===== src/rtl/cpu_pipe_ctrl_pkg.sv =====
// ============================================================================
// cpu_pipe_pkg : shared types for the five-stage pipeline hazard controller
// Rev 1.0 : initial release
// ============================================================================
`default_nettype none

package cpu_pipe_pkg;

  localparam int REG_ADDR_W = 5;

  typedef enum logic [1:0] {
    FWD_RF    = 2'b00,
    FWD_EXMEM = 2'b01,
    FWD_MEMWB = 2'b10
  } fwd_sel_t;

  typedef struct packed {
    logic                  valid;
    logic [REG_ADDR_W-1:0] rd;
    logic                  rd_write;
    logic                  is_load;
  } stage_rec_t;

  // EX additionally remembers which sources its instruction reads
  typedef struct packed {
    stage_rec_t            base;
    logic [REG_ADDR_W-1:0] rs1;
    logic [REG_ADDR_W-1:0] rs2;
    logic                  rs1_used;
    logic                  rs2_used;
  } ex_rec_t;

endpackage

`default_nettype wire


===== src/rtl/cpu_pipe_ctrl_fwd_unit.sv =====
// ============================================================================
// fwd_unit : per-operand EX forwarding select (EX/MEM beats MEM/WB)
// Rev 1.0 : initial release
// ============================================================================
`default_nettype none

module fwd_unit
  import cpu_pipe_pkg::*;
(
  input  logic [REG_ADDR_W-1:0] rs,
  input  logic                  rs_used,
  input  stage_rec_t            mem_rec,
  input  stage_rec_t            wb_rec,
  output fwd_sel_t              sel
);

  // A load in WB has its data, so the load flag only matters for MEM
  logic unused_wb_load;
  assign unused_wb_load = wb_rec.is_load;

  always_comb begin
    sel = FWD_RF;
    if (rs_used && mem_rec.valid && mem_rec.rd_write && !mem_rec.is_load &&
        (mem_rec.rd == rs)) begin
      sel = FWD_EXMEM;
    end else if (rs_used && wb_rec.valid && wb_rec.rd_write && (wb_rec.rd == rs)) begin
      sel = FWD_MEMWB;
    end
  end

endmodule

`default_nettype wire


===== src/rtl/cpu_pipe_ctrl.sv =====
// ============================================================================
// cpu_pipe_ctrl : hazard/sequencing controller driving all pipeline enables
// Rev 1.0 : initial release
// ============================================================================
`default_nettype none

module cpu_pipe_ctrl
  import cpu_pipe_pkg::*;
#(
  parameter int DSize    = 32,
  parameter int RegAddrW = REG_ADDR_W,
  parameter int CntW     = 16
) (
  input  logic                clk,
  input  logic                rst,
  input  logic                CPU_STALL,
  input  logic                id_valid,
  input  logic [RegAddrW-1:0] id_rs1,
  input  logic [RegAddrW-1:0] id_rs2,
  input  logic                id_rs1_used,
  input  logic                id_rs2_used,
  input  logic [RegAddrW-1:0] id_rd,
  input  logic                id_rd_write,
  input  logic                id_is_load,
  input  logic                ex_branch_taken,
  input  logic                mem_wait,
  output logic                pc_enable,
  output logic                if_id_enable,
  output logic                id_ex_enable,
  output logic                ex_mem_enable,
  output logic                mem_wb_enable,
  output logic                if_id_flush,
  output logic                id_ex_bubble,
  output logic [1:0]          fwd_a,
  output logic [1:0]          fwd_b,
  output logic [RegAddrW-1:0] wb_rd,
  output logic                wb_write,
  output logic [CntW-1:0]     stall_cycles,
  output logic [CntW-1:0]     flush_cycles
);

  if ((CntW > DSize) || (CntW < 16) || (RegAddrW != REG_ADDR_W)) begin : g_param_check
    $error("cpu_pipe_ctrl: unsupported CntW/DSize/RegAddrW combination");
  end

  localparam logic [CntW-1:0] CNT_ONE = {{(CntW-1){1'b0}}, 1'b1};

  ex_rec_t         ex_q, ex_d;
  stage_rec_t      mem_q, mem_d, wb_q, wb_d;
  logic            mwb_prev_q, mwb_prev_d;
  logic [CntW-1:0] stall_q, stall_d, flush_q, flush_d;
  logic            frozen, branch, load_use, rs1_hit, rs2_hit;

  always_comb begin
    frozen   = CPU_STALL | mem_wait;
    branch   = ex_branch_taken & ex_q.base.valid;
    rs1_hit  = id_rs1_used & (id_rs1 == ex_q.base.rd);
    rs2_hit  = id_rs2_used & (id_rs2 == ex_q.base.rd);
    load_use = ex_q.base.valid & ex_q.base.is_load & ex_q.base.rd_write &
               id_valid & (rs1_hit | rs2_hit);

    pc_enable     = 1'b0;
    if_id_enable  = 1'b0;
    id_ex_enable  = 1'b0;
    ex_mem_enable = 1'b0;
    mem_wb_enable = 1'b0;
    if_id_flush   = 1'b0;
    id_ex_bubble  = 1'b0;
    stall_d       = stall_q;
    flush_d       = flush_q;

    // While rst is low every control output stays quiet
    if (rst) begin
      if (frozen) begin
        if (stall_q != '1) stall_d = stall_q + CNT_ONE;
      end else if (branch) begin
        pc_enable     = 1'b1;
        if_id_enable  = 1'b1;
        id_ex_enable  = 1'b1;
        ex_mem_enable = 1'b1;
        mem_wb_enable = 1'b1;
        if_id_flush   = 1'b1;
        id_ex_bubble  = 1'b1;
        if (flush_q != '1) flush_d = flush_q + CNT_ONE;
      end else if (load_use) begin
        id_ex_enable  = 1'b1;
        ex_mem_enable = 1'b1;
        mem_wb_enable = 1'b1;
        id_ex_bubble  = 1'b1;
        if (stall_q != '1) stall_d = stall_q + CNT_ONE;
      end else begin
        pc_enable     = 1'b1;
        if_id_enable  = 1'b1;
        id_ex_enable  = 1'b1;
        ex_mem_enable = 1'b1;
        mem_wb_enable = 1'b1;
      end
    end

    mwb_prev_d = mem_wb_enable;

    // Bubbles and empty ID slots enter EX as a fully cleared NOP
    ex_d = ex_q;
    if (id_ex_enable) begin
      ex_d = '0;
      if (!id_ex_bubble && id_valid) begin
        ex_d.base.valid    = 1'b1;
        ex_d.base.rd       = id_rd;
        ex_d.base.rd_write = id_rd_write;
        ex_d.base.is_load  = id_is_load;
        ex_d.rs1           = id_rs1;
        ex_d.rs2           = id_rs2;
        ex_d.rs1_used      = id_rs1_used;
        ex_d.rs2_used      = id_rs2_used;
      end
    end
    mem_d = ex_mem_enable ? ex_q.base : mem_q;
    wb_d  = mem_wb_enable ? mem_q : wb_q;
  end

  always_ff @(posedge clk) begin
    if (!rst) begin
      ex_q       <= '0;
      mem_q      <= '0;
      wb_q       <= '0;
      mwb_prev_q <= 1'b0;
      stall_q    <= '0;
      flush_q    <= '0;
    end else begin
      ex_q       <= ex_d;
      mem_q      <= mem_d;
      wb_q       <= wb_d;
      mwb_prev_q <= mwb_prev_d;
      stall_q    <= stall_d;
      flush_q    <= flush_d;
    end
  end

  logic [REG_ADDR_W-1:0] op_rs   [2];
  logic                  op_used [2];
  fwd_sel_t              op_sel  [2];

  assign op_rs[0]   = ex_q.rs1;
  assign op_rs[1]   = ex_q.rs2;
  assign op_used[0] = ex_q.rs1_used;
  assign op_used[1] = ex_q.rs2_used;

  for (genvar i = 0; i < 2; i++) begin : g_fwd
    fwd_unit u_fwd (
      .rs      (op_rs[i]),
      .rs_used (op_used[i]),
      .mem_rec (mem_q),
      .wb_rec  (wb_q),
      .sel     (op_sel[i])
    );
  end

  assign fwd_a        = rst ? op_sel[0] : FWD_RF;
  assign fwd_b        = rst ? op_sel[1] : FWD_RF;
  assign wb_rd        = wb_q.rd;
  // Only the edge that actually moved an instruction into WB writes it
  assign wb_write     = rst & wb_q.valid & wb_q.rd_write & mwb_prev_q;
  assign stall_cycles = stall_q;
  assign flush_cycles = flush_q;

endmodule

`default_nettype wire


===== config.mk =====
export PLATFORM = sky130hd
export DESIGN_NAME = cpu_pipe_ctrl
export DESIGN_NICKNAME = d
export VERILOG_FILES = /design/src/rtl/cpu_pipe_ctrl_pkg.sv /design/src/rtl/cpu_pipe_ctrl_fwd_unit.sv /design/src/rtl/cpu_pipe_ctrl.sv
export SDC_FILE = /design/constraint.sdc
export NUM_CORES = 1
export LEC_CHECK = 0
export BUFFER_PORTS_ARGS = -buffer_cell sky130_fd_sc_hd__buf_2
export CORE_MARGIN = 2
export CORE_UTILIZATION = 30
export CTS_CLUSTER_SIZE = 12
export DETAILED_ROUTE_END_ITERATION = 8
export GPL_TIMING_DRIVEN = 0
export SETUP_SLACK_MARGIN = 0.05
export SLEW_MARGIN = 10
export SYNTH_ARGS = -nofsm -noshare
export SYNTH_HDL_FRONTEND = slang
export SYNTH_SLANG_ARGS = --single-unit

===== constraint.sdc =====
create_clock -name clk -period 2.3 [get_ports clk]
set_clock_uncertainty 0.05 [all_clocks]
set_input_delay 0.46 -clock clk [delete_from_list [all_inputs] [get_ports clk]]
set_output_delay 0.46 -clock clk [all_outputs]
set_load 0.02 [all_outputs]

==> results by group <==
Logic synthesis
  – Most frequent cells after synthesis: dfxtp_1 (68), nand2_1 (51), xnor2_1 (35)
  – Flops & latches, synth: 68
  – Mean Syn Cell Area: 9.196 um2
  – Area of the mapped netlist: 0.003283 mm2
  – Yosys Warn Count: 0
  – Async SR Flop Fraction: 0%
  – Count of cell types in the netlist: 47
  – Syn Inst Count: 357
  – Synth Flop Type: dfxtp_1
  – Dominant cells by area after synthesis: dfxtp_1 (41%), xnor2_1 (9.3%), nand2_1 (5.8%), a22o_1 (5.1%), a21boi_0 (4.1%)
  – Post-synth EDFFs: 0
  – Most frequent cell after synthesis: dfxtp_1
  – Sequential cell area fraction in the yosys report: 41.46%
  – Top cell type's share of synthesized area: 41.46%
  – Mapped Nets: 384
  – Area leader, netlist: dfxtp_1

Power and ir drop
  – Max VDD drop: 0.3450 mV
  – Total power draw: 2483 uW
  – Total power per unit cell area: 593.2 mW/mm2
  – Leakage: 0.001687 uW

Floorplanning
  – Row Count: 38
  – Chip width: 108.6 um
  – Core Area: 0.01075 mm2
  – Die area: 0.01180 mm2
  – IO Pins: 74
  – Initial Util: 30.55%
  – Die Y: 108.6 um

Route
  – Wire length per cell: 14.17 um
  – DRT iter0 DRCs: 142
  – Routed Antenna Nets: 0
  – Total number of vias: 2866
  – Via/cell ratio: 4.849
  – Post-Route WL: 8.376 mm
  – DRT Pass-1 Iters: 4
  – DRC viols: 0

Global route
  – GRT overflow: 0
  – Vias in the first global route: 2704
  – GRT Total Usage: 14.79%
  – Wire length of the first global-routing pass: 13.48 mm
  – Initial antenna violation count: 0
  – Largest net degree at the start of global routing: 15

Clocking
  – Clock Latency Late Sink: 350 ps
  – Clock buffer depth: 2
  – H-tree depth: 3
  – CTS tree: done
  – Clock slew seen by the registers of the worst setup and hold paths: 90 ps
  – CTS Buf Count: 9
  – # hold bufs at CTS: 0
  – CTS Sinks: 68
  – Root buf cell: clkbuf_8

Flow run
  – Maxcap violations: 0

Worst setup path
  – Critical path's largest stage delay: 410 ps
  – Crit-path slowest cell: dfxtp_2
  – Worst-path cell chain: xnor2_2, nand4_1, o22ai_1, and2_4, o21ai_2, nor2_1, buf_4
  – Critical setup path kind: flop to output port
  – Crit path from: ex_q[16]
  – Critical path data arrival time: 1720 ps
  – Worst R2R Path Depth: 6
  – WP buf/inv: 1
  – Worst EP required: 1790 ps
  – Worst path depth: 7
  – CP Capture Type: output port
  – Startpoint Class: flop
  – Delay-heaviest family, CP: simple AND/OR/NAND/NOR gates
  – Reg2reg start: stall_cycles[3]
  – Crit Path Max Fanout: 4

Placed design
  – Port bufs: 73
  – Area of placed instances: 0.003824 mm2
  – Total placed cells including tap cells: 570
  – HPWL Detailed: 6.203 mm
  – Gpl congestion: 0.7894

Finish
  – Synth-to-Final Area Change: 27.48%
  – Fin nets: 473
  – Post-route cell area: 0.004185 mm2
  – Post-Layout Cell Count: 591
  – Ant diodes: 0
  – FF+latch area: 0.001381 mm2
  – Layout cells sized above 1: 30.38%
  – Multi-input gate area: 0.001881 mm2
  – Fillers: 1155

Hold path
  – Hold_sp: id_rd[3]
  – Hold Path Stages: 2
  – Hold Path Class: input pin to flop

Timing
  – RSZ-0062 raised after global routing: yes
  – Period utilization: 96.97%
  – Pins over their slew limit: 0
  – Slew HR: 63.25%
  – Fin. Hold Viols: 0
  – Max frequency: 0.4484 GHz
  – Final Setup Violations: 0
  – Tmin final: 2230 ps
  – Worst Tran Pin Value: 551.3 ps

Outcome
  – Status: completed
## final timing paths
| check | to | slack [ps] |
|---|---|---|
| setup reg to reg | stall_cycles[15] | 250 |
| hold / removal | ex_q[17] | 260 |
| hold reg to reg | mem_q[0] | 430 |
| setup / recovery | id_ex_bubble | 70 |
## logic make-up after synthesis
| kind of cell | after synthesis | synth area share [%] |
|---|---|---|
| and+or+nand+nor | 143 | 23.25 |
| AOI/OAI and AO/OA | 69 | 17.38 |
| DFF | 68 | 41.46 |
| xor gates and xnor gates | 47 | 12.54 |
| buffers and inverters | 26 | 4.001 |
| muxes | 2 | 0.6098 |
| adders and majority gates | 2 | 0.7621 |
## layout make-up
cell class / instances / share of cell area (%)
Inverter: 4 / 0.3587
Multi-Input combinational cell: 263 / 44.93
Buffer: 22 / 2.870
Clock inverter: 7 / 2.003
Sequential cell: 68 / 33.00
Clock buffer: 9 / 2.960
Tap cell: 140 / 4.185
Timing Repair Buffer: 78 / 9.686
## where the power goes
group          leakage [uW]  total [uW]  switching (uW)  internal, uW
Sequential         0.000554        1230            35.1          1200
Clock              0.000102        1040             522           519
Combinational       0.00103         206             111          95.6
Total               0.00169        2480             668          1810
## worst register-to-register path, cell delays in order, from the launching register on
cell and delay [ps]:
dfxtp_1 420, nand4_1 230, or2_4 340, a311oi_1 260, o21ai_1 200, or3_1 350, a21boi_1 140
## through the flow
step	hold WS [ps]	setup TNS, ps	setup WS [ps]	utilization (%)
after floorplan	388.2	0	220.0	-
after global placement	402.7	-125.4	-70.14	35.58
after detailed placement	416.1	-183.6	-84.71	35.58
after CTS	249.5	0	5.272	38.38
after global routing	247.1	-78.92	-45.30	38.95
final	264.8	0	69.60	38.95
## flip-flops by register name, indices dropped and copies added (netlist names)
signal	flops
wb_rd	5
mem_q	8
flush_cycles	16
mwb_prev_q	1
wb_q	2
stall_cycles	16
ex_q	20
## metal layers
metal / wire length (um) / vias to the layer above / track usage (%) / part of all wire (%)
met2: 3822 / 50 / 23.08 / 46
met5: 0 / - / 0 / 0
met3: 277 / 8 / 3.586 / 3.3
met1: 4139 / 1357 / 19.76 / 49
met4: 137 / 0 / 5.586 / 1.6
li1: - / 1451 / - / -
## placed cells by master (no fill, tap or decap), types with 3 or more instances in the layout
master / n
or3_1: 5
a21boi_0: 18
nand4_1: 14
buf_2: 74
a22o_1: 19
dfxtp_4: 5
xnor2_2: 6
nor4_2: 3
o21a_1: 4
xnor2_1: 29
xor2_1: 12
o21ai_0: 7
nor4_1: 4
nor2_1: 5
clkbuf_1: 10
and4_1: 4
buf_4: 14
nand2_1: 51
nand3_1: 12
and2_1: 18
dfxtp_1: 62
a21boi_1: 4
inv_1: 4
clkbuf_8: 9
and3_1: 5
## timing repair
| item | 4_1_cts | 5_1_grt |
|---|---|---|
| setup endpoints to repair | 5 | 15 |
| resized for setup | 18 | 13 |
| pin swaps | 6 | 7 |
| gates cloned | 0 | 0 |
| setup buffers | 4 | 1 |
Power figures use the tool's default switching activity.
